===== src/rtl/regfile_wb_queue.sv =====
// regfile_wb_queue
//   Write-side initiator for the CPU register file. Merges the single-cycle
//   primary writeback with a buffered valid/ready stream from multi-cycle
//   producers. At most one registered write reaches the register file per cycle.
//
//   Parameters
//     DEPTH        FIFO entries (power of 2, >= 2)
//     STARVE_LIMIT consecutive blocked cycles before the queue forces PriStall
//
//   Ports
//     Clk, Reset_n                     clock, asynchronous active-low reset
//     PriRegWrite/PriWriteRegister/PriWriteData  primary writeback request
//     PriStall                         primary write ignored; pipeline must hold
//     ReqValid/ReqReady/ReqRegister/ReqData      queued writeback stream
//     RegWrite/WriteRegister/WriteData registered write port to the register file
//     Count/Empty/Full                 queue occupancy
//
//   Optional build macro WB_FORWARD_EN adds two combinational lookup ports
//   (LookupRegisterN -> LookupHitN/LookupDataN) returning the youngest pending
//   value for a register: youngest queued entry first, then the output stage.
module regfile_wb_queue #(
  parameter int DEPTH        = 4,
  parameter int STARVE_LIMIT = 8
) (
  input  logic                       Clk,
  input  logic                       Reset_n,
  input  logic                       PriRegWrite,
  input  logic [4:0]                 PriWriteRegister,
  input  logic [31:0]                PriWriteData,
  output logic                       PriStall,
  input  logic                       ReqValid,
  output logic                       ReqReady,
  input  logic [4:0]                 ReqRegister,
  input  logic [31:0]                ReqData,
  output logic                       RegWrite,
  output logic [4:0]                 WriteRegister,
  output logic [31:0]                WriteData,
  output logic [$clog2(DEPTH+1)-1:0] Count,
  output logic                       Empty,
  output logic                       Full
`ifdef WB_FORWARD_EN
  ,
  input  logic [4:0]                 LookupRegister1,
  input  logic [4:0]                 LookupRegister2,
  output logic                       LookupHit1,
  output logic                       LookupHit2,
  output logic [31:0]                LookupData1,
  output logic [31:0]                LookupData2
`endif
);

  localparam int PTR_W = $clog2(DEPTH);
  localparam int CNT_W = $clog2(DEPTH + 1);
  localparam int STV_W = $clog2(STARVE_LIMIT + 1);

  logic [4:0]       memReg  [DEPTH];
  logic [31:0]      memData [DEPTH];
  logic [PTR_W-1:0] rdPtrReg;
  logic [PTR_W-1:0] wrPtrReg;
  logic [CNT_W-1:0] countReg;
  logic [STV_W-1:0] starveReg;

  logic pushEn;
  logic priReq;
  logic popEn;

  assign Count    = countReg;
  assign Empty    = (countReg == '0);
  assign Full     = (countReg == CNT_W'(DEPTH));
  assign ReqReady = !Full;
  // Derived from registered state only, so the pipeline sees no path from
  // its own request back into the stall.
  assign PriStall = (starveReg == STV_W'(STARVE_LIMIT)) && !Empty;

  // Writes to x0 are dropped: accepted on the stream, no-op on the primary.
  assign pushEn = ReqValid && ReqReady && (ReqRegister != 5'd0);
  assign priReq = PriRegWrite && (PriWriteRegister != 5'd0);
  // Queue head goes out when it is forcing a stall or when the primary is idle.
  assign popEn  = !Empty && (PriStall || !priReq);

  // Storage has no reset so it maps onto plain RAM; the output stage below
  // acts as its registered read port.
  always_ff @(posedge Clk) begin
    if (pushEn) begin
      memReg[wrPtrReg]  <= ReqRegister;
      memData[wrPtrReg] <= ReqData;
    end
  end

  always_ff @(posedge Clk or negedge Reset_n) begin
    if (!Reset_n) begin
      wrPtrReg  <= '0;
      rdPtrReg  <= '0;
      countReg  <= '0;
      starveReg <= '0;
    end else begin
      if (pushEn) wrPtrReg <= wrPtrReg + PTR_W'(1);
      if (popEn)  rdPtrReg <= rdPtrReg + PTR_W'(1);
      case ({pushEn, popEn})
        2'b10:   countReg <= countReg + CNT_W'(1);
        2'b01:   countReg <= countReg - CNT_W'(1);
        default: countReg <= countReg;
      endcase
      if (Empty || popEn)
        starveReg <= '0;
      else if (starveReg != STV_W'(STARVE_LIMIT))
        starveReg <= starveReg + STV_W'(1);
    end
  end

  always_ff @(posedge Clk or negedge Reset_n) begin
    if (!Reset_n) begin
      RegWrite      <= 1'b0;
      WriteRegister <= '0;
      WriteData     <= '0;
    end else if (popEn) begin
      RegWrite      <= 1'b1;
      WriteRegister <= memReg[rdPtrReg];
      WriteData     <= memData[rdPtrReg];
    end else if (priReq) begin
      RegWrite      <= 1'b1;
      WriteRegister <= PriWriteRegister;
      WriteData     <= PriWriteData;
    end else begin
      // Address/data hold their last values while idle.
      RegWrite      <= 1'b0;
    end
  end

`ifdef WB_FORWARD_EN
  for (genvar gi = 0; gi < 2; gi++) begin : gLookup
    logic [4:0]  key;
    logic        hit;
    logic [31:0] data;

    assign key = (gi == 0) ? LookupRegister1 : LookupRegister2;

    // Scan oldest to youngest so the youngest match overrides; the output
    // stage is older than anything still queued.
    always_comb begin
      hit  = 1'b0;
      data = '0;
      if (RegWrite && (WriteRegister == key)) begin
        hit  = 1'b1;
        data = WriteData;
      end
      for (int i = 0; i < DEPTH; i++) begin
        if ((CNT_W'(i) < countReg) && (memReg[rdPtrReg + PTR_W'(i)] == key)) begin
          hit  = 1'b1;
          data = memData[rdPtrReg + PTR_W'(i)];
        end
      end
      if (key == 5'd0) begin
        hit  = 1'b0;
        data = '0;
      end
    end

    if (gi == 0) begin : gPort1
      assign LookupHit1  = hit;
      assign LookupData1 = data;
    end else begin : gPort2
      assign LookupHit2  = hit;
      assign LookupData2 = data;
    end
  end
`endif

endmodule


===== config.mk =====
export PLATFORM = sky130hd
export DESIGN_NAME = regfile_wb_queue
export DESIGN_NICKNAME = d
export VERILOG_FILES = /design/src/rtl/regfile_wb_queue.sv
export SDC_FILE = /design/constraint.sdc
export NUM_CORES = 1
export LEC_CHECK = 0
export ABC_AREA = 1
export CORE_MARGIN = 4
export CORE_UTILIZATION = 30
export CTS_BUF_LIST = sky130_fd_sc_hd__clkbuf_4 sky130_fd_sc_hd__clkbuf_8
export DETAILED_ROUTE_END_ITERATION = 8
export SLEW_MARGIN = 0
export SYNTH_ARGS = -nofsm -noshare
export SYNTH_HDL_FRONTEND = slang
export SYNTH_SLANG_ARGS = --single-unit

===== constraint.sdc =====
create_clock -name Clk -period 4.75 [get_ports Clk]
set_clock_uncertainty 0.2 [all_clocks]
set_input_delay 0.7125 -clock Clk [delete_from_list [all_inputs] [get_ports Clk]]
set_output_delay 0.7125 -clock Clk [all_outputs]
set_load 0.01 [all_outputs]

[Word-level counts from Yosys, hierarchy flattened]
Memories as Yosys holds them, arrays and structs flattened.
Cells that the tools add are included.
Operators by class
  $add $sub $neg: 5
  equality and inequality tests: 5
  multiplexer cells: 11
  reduce and logical (&&, ||, !) cells: 16
Operators with widths (number)
  two-way mux 32 bit: 2
  two-way mux 5 bit: 2
  nonzero test 5 bit: 2
  two-way mux 4 bit: 2
  case mux 3 bit (2 select lines): 1
  nonzero test 2 bit: 3
  logical AND 1 bit: 5
  adder 2 x 1 -> 2 bit, second input constant: 2
  adder 4 x 1 -> 4 bit, second input constant: 1
  == test 4 bit, second input constant: 1
  two-way mux 1 bit: 4
  != test 4 bit, second input constant: 1
  adder 3 x 1 -> 3 bit, second input constant: 1
  == test 3 bit, second input constant: 1
  logical NOT 1 bit: 3
  logical NOT 3 bit: 1
  subtractor 3 x 1 -> 3 bit, second input constant: 1
  == test 2 x 1 -> 1 bit, second input constant: 1
  == test 2 bit, second input constant: 1
  logical OR 1 bit: 2
Word-level totals
  bits in registers: 49
  bits in writable memories: 148
  input bits: 78
  output and inout bits: 45
  memories kept: 2
Memories
  memData: words 4, bits a word 32, rd ports 1, clocked after memory_dff 0, wr ports 1, RTL line 57  | logic [31:0] memData [DEPTH];
  memReg: words 4, bits a word 5, rd ports 1, clocked after memory_dff 0, wr ports 1, RTL line 56  | logic [4:0] memReg [DEPTH];

[Depth between registers and ports, before layout]
Gate-level depths: netlist of run 1.
  word-level depth: 7
  depth in mapped cells: 15

[Least setup slack after synthesis of run 1]
No wires, ideal clock.
  path kind: input port to flip-flop
  start point: in ReqRegister[3]
  end point: mem memData[0][0], enable pin
  setup time: 0.431 ns
  arrival: 2.534 ns
  slack: 1.585 ns
  cell stages on the path: 4
  buffers on the path: 0
  cells stage by stage: nor3_1 nand2_1 nand3_2 nor2_1
On the way
  longest elaborated chain between the ends: 4
RTL lines
  start: declaration: RTL line 33  | input logic [4:0] ReqRegister,
  nonzero test 5 bit: RTL line 76  | assign pushEn = ReqValid && ReqReady && (ReqRegister != 5'd0);
  logical AND 1 bit: RTL line 76
  two-way mux 1 bit: RTL line 84  | if (pushEn) begin
  two-way mux 1 bit (implied by the code): RTL line 86  | memData[wrPtrReg] <= ReqData;
  end: declaration: RTL line 57
Every way passes these cells.

[Worst setup path in the final report of run 1]
  start point: reg countReg[0], in the netlist Count[0]
  end point: out PriStall
On the way
  longest elaborated chain between the ends: 3
RTL lines
  start: declaration: RTL line 60  | logic [CNT_W-1:0] countReg;
  start signal: assignment: RTL line 100  | 2'b10: countReg <= countReg + CNT_W'(1);
  start signal: assignment: RTL line 101  | 2'b01: countReg <= countReg - CNT_W'(1);
  start signal: assignment: RTL line 102  | default: countReg <= countReg;
  logical NOT 3 bit: RTL line 68  | assign Empty = (countReg == '0);
  logical NOT 1 bit: RTL line 73  | assign PriStall = (starveReg == STV_W'(STARVE_LIMIT)) && !Empty;
  logical AND 1 bit: RTL line 73
  end: declaration: RTL line 30  | output logic PriStall,
Every way passes these cells.

==> results of run 1 <==
## registers in the layout, indices dropped and copies added, names as in the netlist
name           count
Count              3
RegWrite           1
WriteData         32
WriteRegister      5
memData          128
memReg            20
rdPtrReg           2
starveReg          4
wrPtrReg           2
## area by class of cell
| class | count | area (um2) |
|---|---|---|
| Inverter | 58 | 218 |
| Tap cell | 372 | 465 |
| Clock buffer | 21 | 277 |
| Clock inverter | 11 | 149 |
| Timing Repair Buffer | 136 | 1320 |
| Fill cell | 2683 | 16800 |
| Sequential cell | 197 | 5670 |
| Multi-Input combinational cell | 493 | 2270 |
## report_power, final
group	switching (mW)	leakage [nW]	internal, mW
Combinational	1.45	2.02	0.841
Sequential	0.174	1.93	2.32
Clock	0.571	0.222	0.566
## worst min-delay path by stage
stage                                     end  slack (ps)                      start
CTS                 WriteData[27]$_DFFE_PN0P_         170                    Reset_n
global route        WriteData[29]$_DFFE_PN0P_         200                    Reset_n
detailed placement  WriteData[29]$_DFFE_PN0P_         300  WriteData[29]$_DFFE_PN0P_
finish              WriteData[24]$_DFFE_PN0P_         160                    Reset_n
floorplan                Count[0]$_DFFE_PN0P_         220                    Reset_n
global placement     starveReg[0]$_DFFE_PN0P_         280   starveReg[0]$_DFFE_PN0P_
## logic make-up (layout without fill, tap and decap cells)
family | after synthesis | in the layout
buffers and inverters | 105 | 226
xor gates and xnor gates | 6 | 6
and+or+nand+nor | 441 | 441
adders and majority gates | 8 | 8
AOI/OAI and AO/OA | 38 | 38
DFF | 197 | 197
## cell usage after synthesis, drive strengths merged
cell type  count  share of area (%)
dfrtp         49                 15
nor2          13               0.58
xor2           4               0.42
a21oi          2               0.12
o21ai         36                2.2
edfxtp       148                 53
buf           39                2.6
nand4          1              0.075
fa             1               0.24
inv           58                2.6
nor3           2               0.12
ha             7                1.0
nand2        267                 12
xnor2          2               0.21
nand3        158                9.7
clkbuf         8               0.36
## layer usage
metal	GRT usage [%]	up-vias	part of all wire [%]
met1	19.1	2707	48
met2	19.8	156	44
met5	0	-	0.34
li1	-	2876	-
met4	3.34	10	1.0
met3	4.24	24	6.7
## per-stage QoR
stage	instance area, um2	total power, mW	std cells
global route	10400	6.35	1288
finish	10400	5.92	1288
global placement	9940	4.83	1256
floorplan	8370	3.86	795
CTS	10400	5.98	1288
detailed placement	9940	4.85	1256
==> implementation parameters, run 1 <==
Parameter                              Value

Status
  Run status ... finished, final reports clean

Yosys
  Yosys Warn Count ... 0
  Simple-gate area share of the yosys netlist ... 22.5%
  Mean instance size in the synthesized netlist ... 10.5 um2
  Xor and xnor area share after synthesis ... 0.628%
  Distinct cells, synth ... 23
  Sequential-to-total area share from yosys stat ... about two thirds
  Synthesized-area fraction occupied by ao, oa, aoi and oai cells ... 2.27%
  Dominant combinational cell family by area after synthesis ... simple AND/OR/NAND/NOR gates
  Mapped Cells ... 795
  Netlist area before placement ... 0.00837 mm2
  Share of synthesized cell area in full adder, half adder and majority cells ... 1.28%
  Nets in the synthesized netlist ... around 880
  Fraction of synthesized area in multiplexers ... 0%
  Number of flip-flops and latches in the synthesized netlist ... 197

Critical path
  Worst Path Required ... 3840 ps
  Type of the worst setup path ... flip-flop to output pin
  Timing endpoint of the critical path ... PriStall
  Slowest-stage cell, CP ... sky130_fd_sc_hd__clkdlybuf4s50_1
  Origin of the critical flop-to-flop path ... rdPtrReg[1]$_DFFE_PN0N_
  Count of cells along the worst register-to-register path ... 8
  Startpoint Class ... flip-flop
  Cell count along the critical path ... 5
  Cell-by-cell trace of the critical path ... inv_2 -> nand3_4 -> nand2_2 -> inv_1 -> clkdlybuf4s50_1
  Crit path from ... Count[0]$_DFFE_PN0P_
  Reg2reg setup slack ... 2130 ps
  Kind of cell adding the most delay to the critical path ... buffers and inverters
  Kind of capture point of the worst setup path ... output pin
  CP max FO ... 41
  Worst endpoint data arrival time ... about 2300 ps
  Reg2reg end ... WriteRegister[4]$_DFFE_PN0P_
  Crit path buffers/inverters ... 3
  CP max stage delay ... 480 ps

Floorplan
  Area of the placeable core ... 0.0272 mm2
  I/O pin count ... 123
  Die area ... 0.0307 mm2
  Initial core utilization ... 30.8%
  Standard-cell rows ... 60
  Die width ... 175 um
  Height of the die ... 175 um

Layout
  Post-layout util ... between 30% and 40%
  Number of nets in the layout ... 989
  Antenna diodes ... 0
  Most common library cell in the layout ignoring fill and taps ... sky130_fd_sc_hd__nand2_1
  Fraction of final layout cells with drive strength greater than 1 ... 6.88%
  Growth of design area from synthesis to finish ... 23.8%
  Commonest non-fill, non-tap cells in the layout ... sky130_fd_sc_hd__nand2_1, sky130_fd_sc_hd__nand3_1, sky130_fd_sc_hd__edfxtp_1, sky130_fd_sc_hd__clkdlybuf4s50_1, sky130_fd_sc_hd__inv_1

Worst hold path
  Type of the most critical hold path ... input pin to async pin

Route
  DRC errors left ... 0
  Antenna viol nets, final ... 0
  Via/cell ratio ... ~4.5
  DRT Wirelength ... 20,200 um
  Via Count ... 5,773
  Number of optimization iterations in the first detailed-route pass ... 5
  DRC violation total after the first TritonRoute iteration ... slightly above 500
  Wire length per cell after detailed routing ... between 15 and 20 um

Timing
  Slew @ Worst Pin ... 841 ps
  Clock period minus final worst setup slack ... about 3200 ps
  Final Hold Fails ... 0
  Highest clock frequency the design can meet ... 315 MHz
  Accumulated negative setup slack ... 0 ps
  Worst Hold Slack ... 164 ps
  Max-Slew Margin vs Limit ... 43.9%
  Number of pins with negative max-slew slack in the final report ... 0
  Count of endpoints failing setup in the final report ... 0
  Final worst setup slack ... 1580 ps
  RSZ-0062 raised after global routing ... no
  Share of the clock period used by the worst path ... between 60% and 70%

Clocking
  Clock-pin slew of the registers on the worst-case setup and hold paths ... 100 ps
  Maximum buffer depth of the clock tree ... 2
  Clock root buffer ... sky130_fd_sc_hd__clkbuf_8
  Clock tree from TritonCTS ... done
  Number of buffers inserted for hold repair after clock tree synthesis ... 0
  TritonCTS Buffers ... 17
  Number of post-CTS setup repair buffers ... 0
  Count of clock tree sinks ... 197
  Insertion delay to the later sink of the worst-skew pair ... 460 ps
  H-Tree Level Count ... 4
  Post-CTS sizing ... 0

Place
  # port buffers ... 122
  Final weighted congestion in routability-driven placement ... 0.749
  Half-perimeter wire length after detailed placement ... 13,000 um
  Minimum setup slack after placement ... around 1600 ps

GRT
  Antenna violations before repair ... 5
  Pin count of the biggest net entering global routing ... 76
  Global-route total usage across every layer ... a little over an eighth
  Total congestion overflow after global routing ... 0
  First-pass GRT wire length ... 31,700 um
  Vias in the first global route ... 5,466

Power and ir drop
  Power density over the cells ... 571 mW/mm2
  Maximum vdd ir drop ... approximately 0.32 mV
  Leakage power ... between 4 and 5 nW

Job
  MaxCap Viol Count ... 0
Power figures use the tool's default switching activity.
==> inputs of run 2 (changes only) <==
- clock period: 4.75 -> 2.8 ns (I/O delays scaled with it)
==> run 2 against run 1 <==
Worst hold slack worse by 2.3 ps. Wire length down 1.8%. Cell count up 0.70%. Sequential share of layout area down 1.1 points. Final area up 2.0%. Sequential power up 69%. Via count down 1.0%. Critical path depth up 2. Sequential cell count unchanged. Critical endpoint unchanged. Largest power group unchanged.
==> implementation parameters, run 2 (synthesis gave the netlist of run 1 again) <==
Parameter                              Value

Status
  Run status ... finished, final reports clean

Clocking
  TritonCTS Buffers ... 17 (unchanged)
  Clock tree from TritonCTS ... done
  Number of buffers inserted for hold repair after clock tree synthesis ... 1 (+1)
  Post-CTS sizing ... 0 (unchanged)
  Number of post-CTS setup repair buffers ... 0 (unchanged)
  H-Tree Level Count ... 4 (unchanged)
  Insertion delay to the later sink of the worst-skew pair ... 470 ps (about the same)
  Clock-pin slew of the registers on the worst-case setup and hold paths ... 100 ps (about the same)
  Count of clock tree sinks ... 197 (unchanged)
  Clock root buffer ... sky130_fd_sc_hd__clkbuf_8
  Maximum buffer depth of the clock tree ... 2 (unchanged)

Timing
  Slew @ Worst Pin ... 776 ps (-65.3 ps)
  Share of the clock period used by the worst path ... 93.1%
  Highest clock frequency the design can meet ... around 380 MHz
  RSZ-0062 raised after global routing ... no
  Accumulated negative setup slack ... 0 ps (unchanged)
  Count of endpoints failing setup in the final report ... 0 (unchanged)
  Number of pins with negative max-slew slack in the final report ... 0 (unchanged)
  Final Hold Fails ... 0 (unchanged)
  Max-Slew Margin vs Limit ... 48.3% (+4.4 points)
  Clock period minus final worst setup slack ... roughly 2600 ps

Floorplan
  Area of the placeable core ... 0.0272 mm2 (unchanged)
  Height of the die ... 175 um (unchanged)
  I/O pin count ... 123 (unchanged)
  Die width ... 175 um (unchanged)
  Standard-cell rows ... 60 (unchanged)
  Initial core utilization ... 30.8% (unchanged)
  Die area ... 0.0307 mm2 (unchanged)

Critical path
  Type of the worst setup path ... flip-flop to output pin
  CP max FO ... 4 (-90%)
  Worst endpoint data arrival time ... 1990 ps (-270 ps)
  Worst Path Required ... 2180 ps (-1660 ps)
  Kind of capture point of the worst setup path ... output pin
  Startpoint Class ... flip-flop

Layout
  Most common library cell in the layout ignoring fill and taps ... sky130_fd_sc_hd__nand2_1
  Filler instances ... 2,671 (-0.45%)
  Growth of design area from synthesis to finish ... 26.3%
  Commonest non-fill, non-tap cells in the layout ... sky130_fd_sc_hd__nand2_1, sky130_fd_sc_hd__nand3_1, sky130_fd_sc_hd__edfxtp_1, sky130_fd_sc_hd__clkdlybuf4s50_1, sky130_fd_sc_hd__inv_1
  Register name with the most flops ... memData
  Number of flip-flops in the largest register ... 128 (unchanged)
  Antenna diodes ... 0 (unchanged)
  Fraction of final layout cells with drive strength greater than 1 ... 7.68% (+0.80 points)
  Regs by FF count ... memData x128, WriteData x32, memReg x20
  Number of nets in the layout ... 998 (+0.91%)

Power and ir drop
  Portion of total power attributed to the clock network ... 19.8% (+0.6 points)
  Relative contribution of sequential cells to total power ... 41.2% (-1.0 points)
  Maximum vdd ir drop ... 0.609 mV (+92%)
  Leakage power ... 4.26 nW (+2.0%)
  Switching power ... 3.82 mW (+75%)
  Share of total power in combinational logic ... 39.0% (+0.4 points)
  Net switching share of the total power ... 37.3% (+0.33 points)
  Internal Pwr Total ... 6.42 mW (+72%)
  Overall power ... 10.2 mW (+73%)
  Power density over the cells ... 968 mW/mm2 (+70%)

GRT
  Global-route total usage across every layer ... 13.2% (-0.22 points)
  First-pass GRT wire length ... 31,200 um (-1.8%)
  Pin count of the biggest net entering global routing ... 76 (unchanged)
  Top Usage Layer GRT ... met2
  Met2 usage in global routing ... 19.4% (-0.36 points)
  Vias in the first global route ... 5,458 (-0.15%)
  Met3 Use GR ... 5.19% (+0.95 points)
  Total congestion overflow after global routing ... 0 (unchanged)
  Routing usage on met1 ... 18.0% (-1.2 points)
  Antenna violations before repair ... 5 (unchanged)

Route
  DRC violation total after the first TritonRoute iteration ... 437 (-16%)
  Wire length per cell after detailed routing ... 15.3 um (-2.5%)
  Antenna viol nets, final ... 0 (unchanged)
  Number of optimization iterations in the first detailed-route pass ... 5 (unchanged)
  Via Count ... 5,713 (-1.0%)
  Via/cell ratio ... 4.40 (-1.7%)
  DRC errors left ... 0 (unchanged)
  DRT Wirelength ... 19,900 um (-1.8%)

Job
  MaxCap Viol Count ... 0 (unchanged)

Place
  Half-perimeter wire length after detailed placement ... 13,000 um (+0.17%)
  Final weighted congestion in routability-driven placement ... 0.752 (+0.51%)
  # port buffers ... 122 (unchanged)

Worst hold path
  Type of the most critical hold path ... input pin to async pin
run 2: changes by cell type in the layout (fill, tap and decap cells not counted):
cell,before,now
sky130_fd_sc_hd__clkbuf_8,19,17
sky130_fd_sc_hd__clkbuf_4,2,0
sky130_fd_sc_hd__buf_12,0,8
sky130_fd_sc_hd__clkinv_2,3,1
sky130_fd_sc_hd__inv_6,4,2
sky130_fd_sc_hd__clkinv_8,0,4
sky130_fd_sc_hd__inv_8,0,4
sky130_fd_sc_hd__clkinv_1,1,0
sky130_fd_sc_hd__dlygate4sd3_1,0,1
sky130_fd_sc_hd__inv_1,52,53
run 2: metal layers:
layer | vias up | share of wire [%]
met3 | 30 | 7.8
met4 | 10 | 1.6
met5 | - | 0.37
li1 | 2899 | -
met1 | 2642 | 47
met2 | 132 | 44
run 2: power groups by stage:
stage	clock (mW)	combinational, mW	sequential, mW
6_report	2.03	3.99	4.22
5_1_grt	2.21	4.49	4.30
4_1_cts	2.09	4.07	4.23
3_5_place_dp	0	4.06	4.30
3_3_place_gp	0	4.02	4.28
2_1_floorplan	0	2.14	4.41
run 2: worst paths after layout:
| check | start | endpoint | slack (ps) | depth (start not counted) |
|---|---|---|---|---|
| setup / recovery | starveReg[0]$_DFFE_PN0P_ | PriStall | 190 | 7 |
| hold / removal | Reset_n | WriteData[24]$_DFFE_PN0P_ | 160 | 2 |
| setup reg to reg | starveReg[0]$_DFFE_PN0P_ | Count[2]$_DFFE_PN0P_ | 470 | 14 |
| hold reg to reg | starveReg[0]$_DFFE_PN0P_ | starveReg[0]$_DFFE_PN0P_ | 290 | 1 |
| max in group asynchronous | Reset_n | WriteData[3]$_DFFE_PN0P_ | 1610 | 3 |
| min in group Clk | starveReg[0]$_DFFE_PN0P_ | starveReg[0]$_DFFE_PN0P_ | 290 | 1 |
run 2: area by class of cell:
| cell class | count | area (um2) | area share, % |
|---|---|---|---|
| multi-input cells | 493 | 2270 | 21.4 |
| clock inverters | 15 | 231 | 2.19 |
| flip-flops and latches | 197 | 5670 | 53.6 |
| inverters | 58 | 218 | 2.06 |
| repair buffers | 145 | 1490 | 14.1 |
| clock buffers | 17 | 234 | 2.21 |
| well taps | 372 | 465 | 4.40 |
run 2: per-stage QoR:
step | instances | area, um2 | setup WS [ps] | hold WS, ps | util (%)
2_1_floorplan | 795 | 8370 | -318 | -75.6 | -
3_3_place_gp | 1264 | 10100 | 32.3 | 102 | 37.2
3_5_place_dp | 1264 | 10100 | 36.8 | 97.8 | 37.2
4_1_cts | 1297 | 10600 | 156 | 126 | 38.9
5_1_grt | 1297 | 10600 | 55.9 | 132 | 38.9
6_report | 1297 | 10600 | 194 | 162 | 38.9
run 2: worst max-delay path, cell delays in order (launching register included):
cell and delay (ps):
sky130_fd_sc_hd__dfrtp_1 420, sky130_fd_sc_hd__inv_1 70, sky130_fd_sc_hd__ha_1 140, sky130_fd_sc_hd__inv_1 40, sky130_fd_sc_hd__nor2_1 120, sky130_fd_sc_hd__nand2_2 90, sky130_fd_sc_hd__inv_1 110, sky130_fd_sc_hd__clkdlybuf4s50_1 540
==> inputs of run 3 (changes only) <==
- CTS_CLUSTER_DIAMETER: not set -> 100
- clock period: 2.8 -> 2.61 ns (I/O delays scaled with it)
==> run 3 against run 2 <==
Combinational power grew 8.3%. Total power grew 4.9%. Largest cell class unchanged. Cell count grew 0.62%. Sequential cell count is the same. Wire length grew 3.2%. Largest power group unchanged. Critical path type unchanged. Critical path depth shrank 4.
==> implementation parameters, run 3 (synthesis gave the netlist of run 1 again) <==
Parameter                              Value

Floorplan
  I/O pin count ... 123 (unchanged)
  Die width ... 175 um (unchanged)
  Standard-cell rows ... 60 (unchanged)
  Area of the placeable core ... 0.0272 mm2 (unchanged)
  Die area ... 0.0307 mm2 (unchanged)
  Height of the die ... 175 um (unchanged)
  Initial core utilization ... 30.8% (unchanged)

Route
  DRT Wirelength ... 20,500 um (+3.2%)
  Number of optimization iterations in the first detailed-route pass ... 4 (-1)
  Via/cell ratio ... 4.47 (+1.4%)
  Antenna viol nets, final ... 0 (unchanged)
  Wire length per cell after detailed routing ... 15.7 um (+2.6%)
  DRC violation total after the first TritonRoute iteration ... 338 (-23%)
  DRC errors left ... 0 (unchanged)
  Via Count ... 5,829 (+2.0%)

Layout
  Antenna diodes ... 0 (unchanged)
  Final std cells w/o fill ... 1,305 (+0.62%)
  Filler instances ... 2,655 (-0.60%)
  Post-layout util ... 38.9% (-0.051 points)
  Fraction of final layout cells with drive strength greater than 1 ... 8.57% (+0.90 points)
  Commonest non-fill, non-tap cells in the layout ... sky130_fd_sc_hd__nand2_1, sky130_fd_sc_hd__nand3_1, sky130_fd_sc_hd__edfxtp_1, sky130_fd_sc_hd__clkdlybuf4s50_1, sky130_fd_sc_hd__inv_1
  Regs by FF count ... memData x128, WriteData x32, memReg x20
  Number of flip-flops in the largest register ... 128 (unchanged)
  Register name with the most flops ... memData
  Growth of design area from synthesis to finish ... 26.2%
  Most common library cell in the layout ignoring fill and taps ... sky130_fd_sc_hd__nand2_1
  Number of nets in the layout ... 1,006 (+0.80%)

Clocking
  Maximum buffer depth of the clock tree ... 2 (unchanged)
  Count of clock tree sinks ... 197 (unchanged)
  Clock-pin slew of the registers on the worst-case setup and hold paths ... 110 ps (about the same)
  Clock root buffer ... sky130_fd_sc_hd__clkbuf_8
  Insertion delay to the later sink of the worst-skew pair ... 460 ps (about the same)
  H-Tree Level Count ... 4 (unchanged)
  Clock tree from TritonCTS ... done
  TritonCTS Buffers ... 17 (unchanged)

Power and ir drop
  Internal Pwr Total ... 6.62 mW (+3.1%)
  Leakage power ... 4.29 nW (+0.66%)
  Maximum vdd ir drop ... 0.410 mV (-33%)
  Relative contribution of sequential cells to total power ... 42.4% (+1.2 points)
  Power density over the cells ... 1020 mW/mm2 (+5.0%)
  Share of total power in combinational logic ... 40.2% (+1.2 points)
  Net switching share of the total power ... 38.4% (+1.1 points)
  Switching power ... 4.12 mW (+7.9%)
  Portion of total power attributed to the clock network ... 17.4% (-2.4 points)

Critical path
  Worst endpoint data arrival time ... 1820 ps (-170 ps)
  Startpoint Class ... flip-flop
  Type of the worst setup path ... flip-flop to output pin
  CP max stage delay ... 510 ps (-30 ps)
  Slowest-stage cell, CP ... sky130_fd_sc_hd__clkdlybuf4s50_1
  Cell-by-cell trace of the critical path ... nor3_2 -> inv_1 -> clkdlybuf4s50_1
  CP max FO ... 4 (unchanged)
  Kind of capture point of the worst setup path ... output pin
  Worst Path Required ... 2020 ps (-160 ps)

GRT
  Global-route total usage across every layer ... 13.3% (+0.18 points)
  Total congestion overflow after global routing ... 0 (unchanged)
  Pin count of the biggest net entering global routing ... 76 (unchanged)
  Vias in the first global route ... 5,611 (+2.8%)
  First-pass GRT wire length ... 31,900 um (+2.4%)
  Antenna violations before repair ... 4 (-1)

Timing
  Max-Slew Margin vs Limit ... 66.0% (+18 points)
  Highest clock frequency the design can meet ... between 400 and 500 MHz
  RSZ-0062 raised after global routing ... no
  Clock period minus final worst setup slack ... ~2400 ps
  Slew @ Worst Pin ... 510 ps (-266 ps)
  Final Hold Fails ... 0 (unchanged)
  Accumulated negative setup slack ... 0 ps (unchanged)
  Number of pins with negative max-slew slack in the final report ... 0 (unchanged)
  Count of endpoints failing setup in the final report ... 0 (unchanged)
  Share of the clock period used by the worst path ... 92.5%

Place
  # port buffers ... 122 (unchanged)
  Cell count after placement ... 1,270 (+0.47%)
  Final weighted congestion in routability-driven placement ... 0.773 (+2.8%)
  Half-perimeter wire length after detailed placement ... 13,500 um (+4.0%)

Job
  MaxCap Viol Count ... 0 (unchanged)

Worst hold path
  Type of the most critical hold path ... input pin to async pin

Status
  Run status ... finished, final reports clean
[run 3: cell type report]
type                    instances  area, um2  area share, %
inverters                      58        218           2.06
well taps                     372        465           4.40
flip-flops and latches        197       5670           53.7
clock buffers                  17        234           2.21
multi-input cells             493       2270           21.5
repair buffers                153       1560           14.8
clock inverters                15        141           1.34
[run 3: final timing paths]
| path | cells after the start | to | slack (ps) | start |
|---|---|---|---|---|
| max in group asynchronous | 3 | rdPtrReg[0]$_DFFE_PN0N_ | 1710 | Reset_n |
| worst max register to register | 14 | Count[2]$_DFFE_PN0P_ | 300 | starveReg[0]$_DFFE_PN0P_ |
| worst min-delay path | 3 | WriteData[22]$_DFFE_PN0P_ | 240 | Reset_n |
| min in group Clk | 1 | starveReg[0]$_DFFE_PN0P_ | 290 | starveReg[0]$_DFFE_PN0P_ |
| worst min register to register | 1 | starveReg[0]$_DFFE_PN0P_ | 290 | starveReg[0]$_DFFE_PN0P_ |
| worst max-delay path | 3 | ReqReady | 190 | Count[1]$_DFFE_PN0P_ |
[run 3: power by group through the flow]
stage | clock (mW) | combinational, mW | sequential (mW)
floorplan | 0 | 2.29 | 4.74
global placement | 0 | 4.31 | 4.61
detailed placement | 0 | 4.35 | 4.63
CTS | 1.92 | 4.39 | 4.56
global route | 2.06 | 4.82 | 4.64
finish | 1.87 | 4.32 | 4.55
[run 3: critical path: cells and delay by family (launching register included)]
| family | cells | cell delay [ps] |
|---|---|---|
| AND/OR/NAND/NOR | 1 | 230 |
| flip-flops | 1 | 470 |
| buffers and inverters | 2 | 660 |
[run 3: layer usage]
layer  vias up  share of wire (%)  GRT usage, %
li1       2899                  -             -
met1      2775                 48          18.9
met2       127                 45          20.2
met3        20                5.5          3.89
met4         8               0.92          3.34
met5         -               0.24             0
[run 3: metrics by stage]
step	instance area (um2)	setup slack (ps)	total power, mW	hold slack [ps]
final	10600	195	10.7	242
after detailed placement	10100	-134	8.98	207
after floorplan	8370	-508	7.03	-104
after global placement	10100	-140	8.92	213
after CTS	10500	37.5	10.9	231
after global routing	10600	80.8	11.5	245
[run 3: repair_timing]
action,CTS,global route
pin swaps,0,0
resized for setup,3,3
cloned,0,0
hold buffers,1,0
setup buffers,1,1
hold endpoints to repair,49,0
setup endpoints to repair,1,3
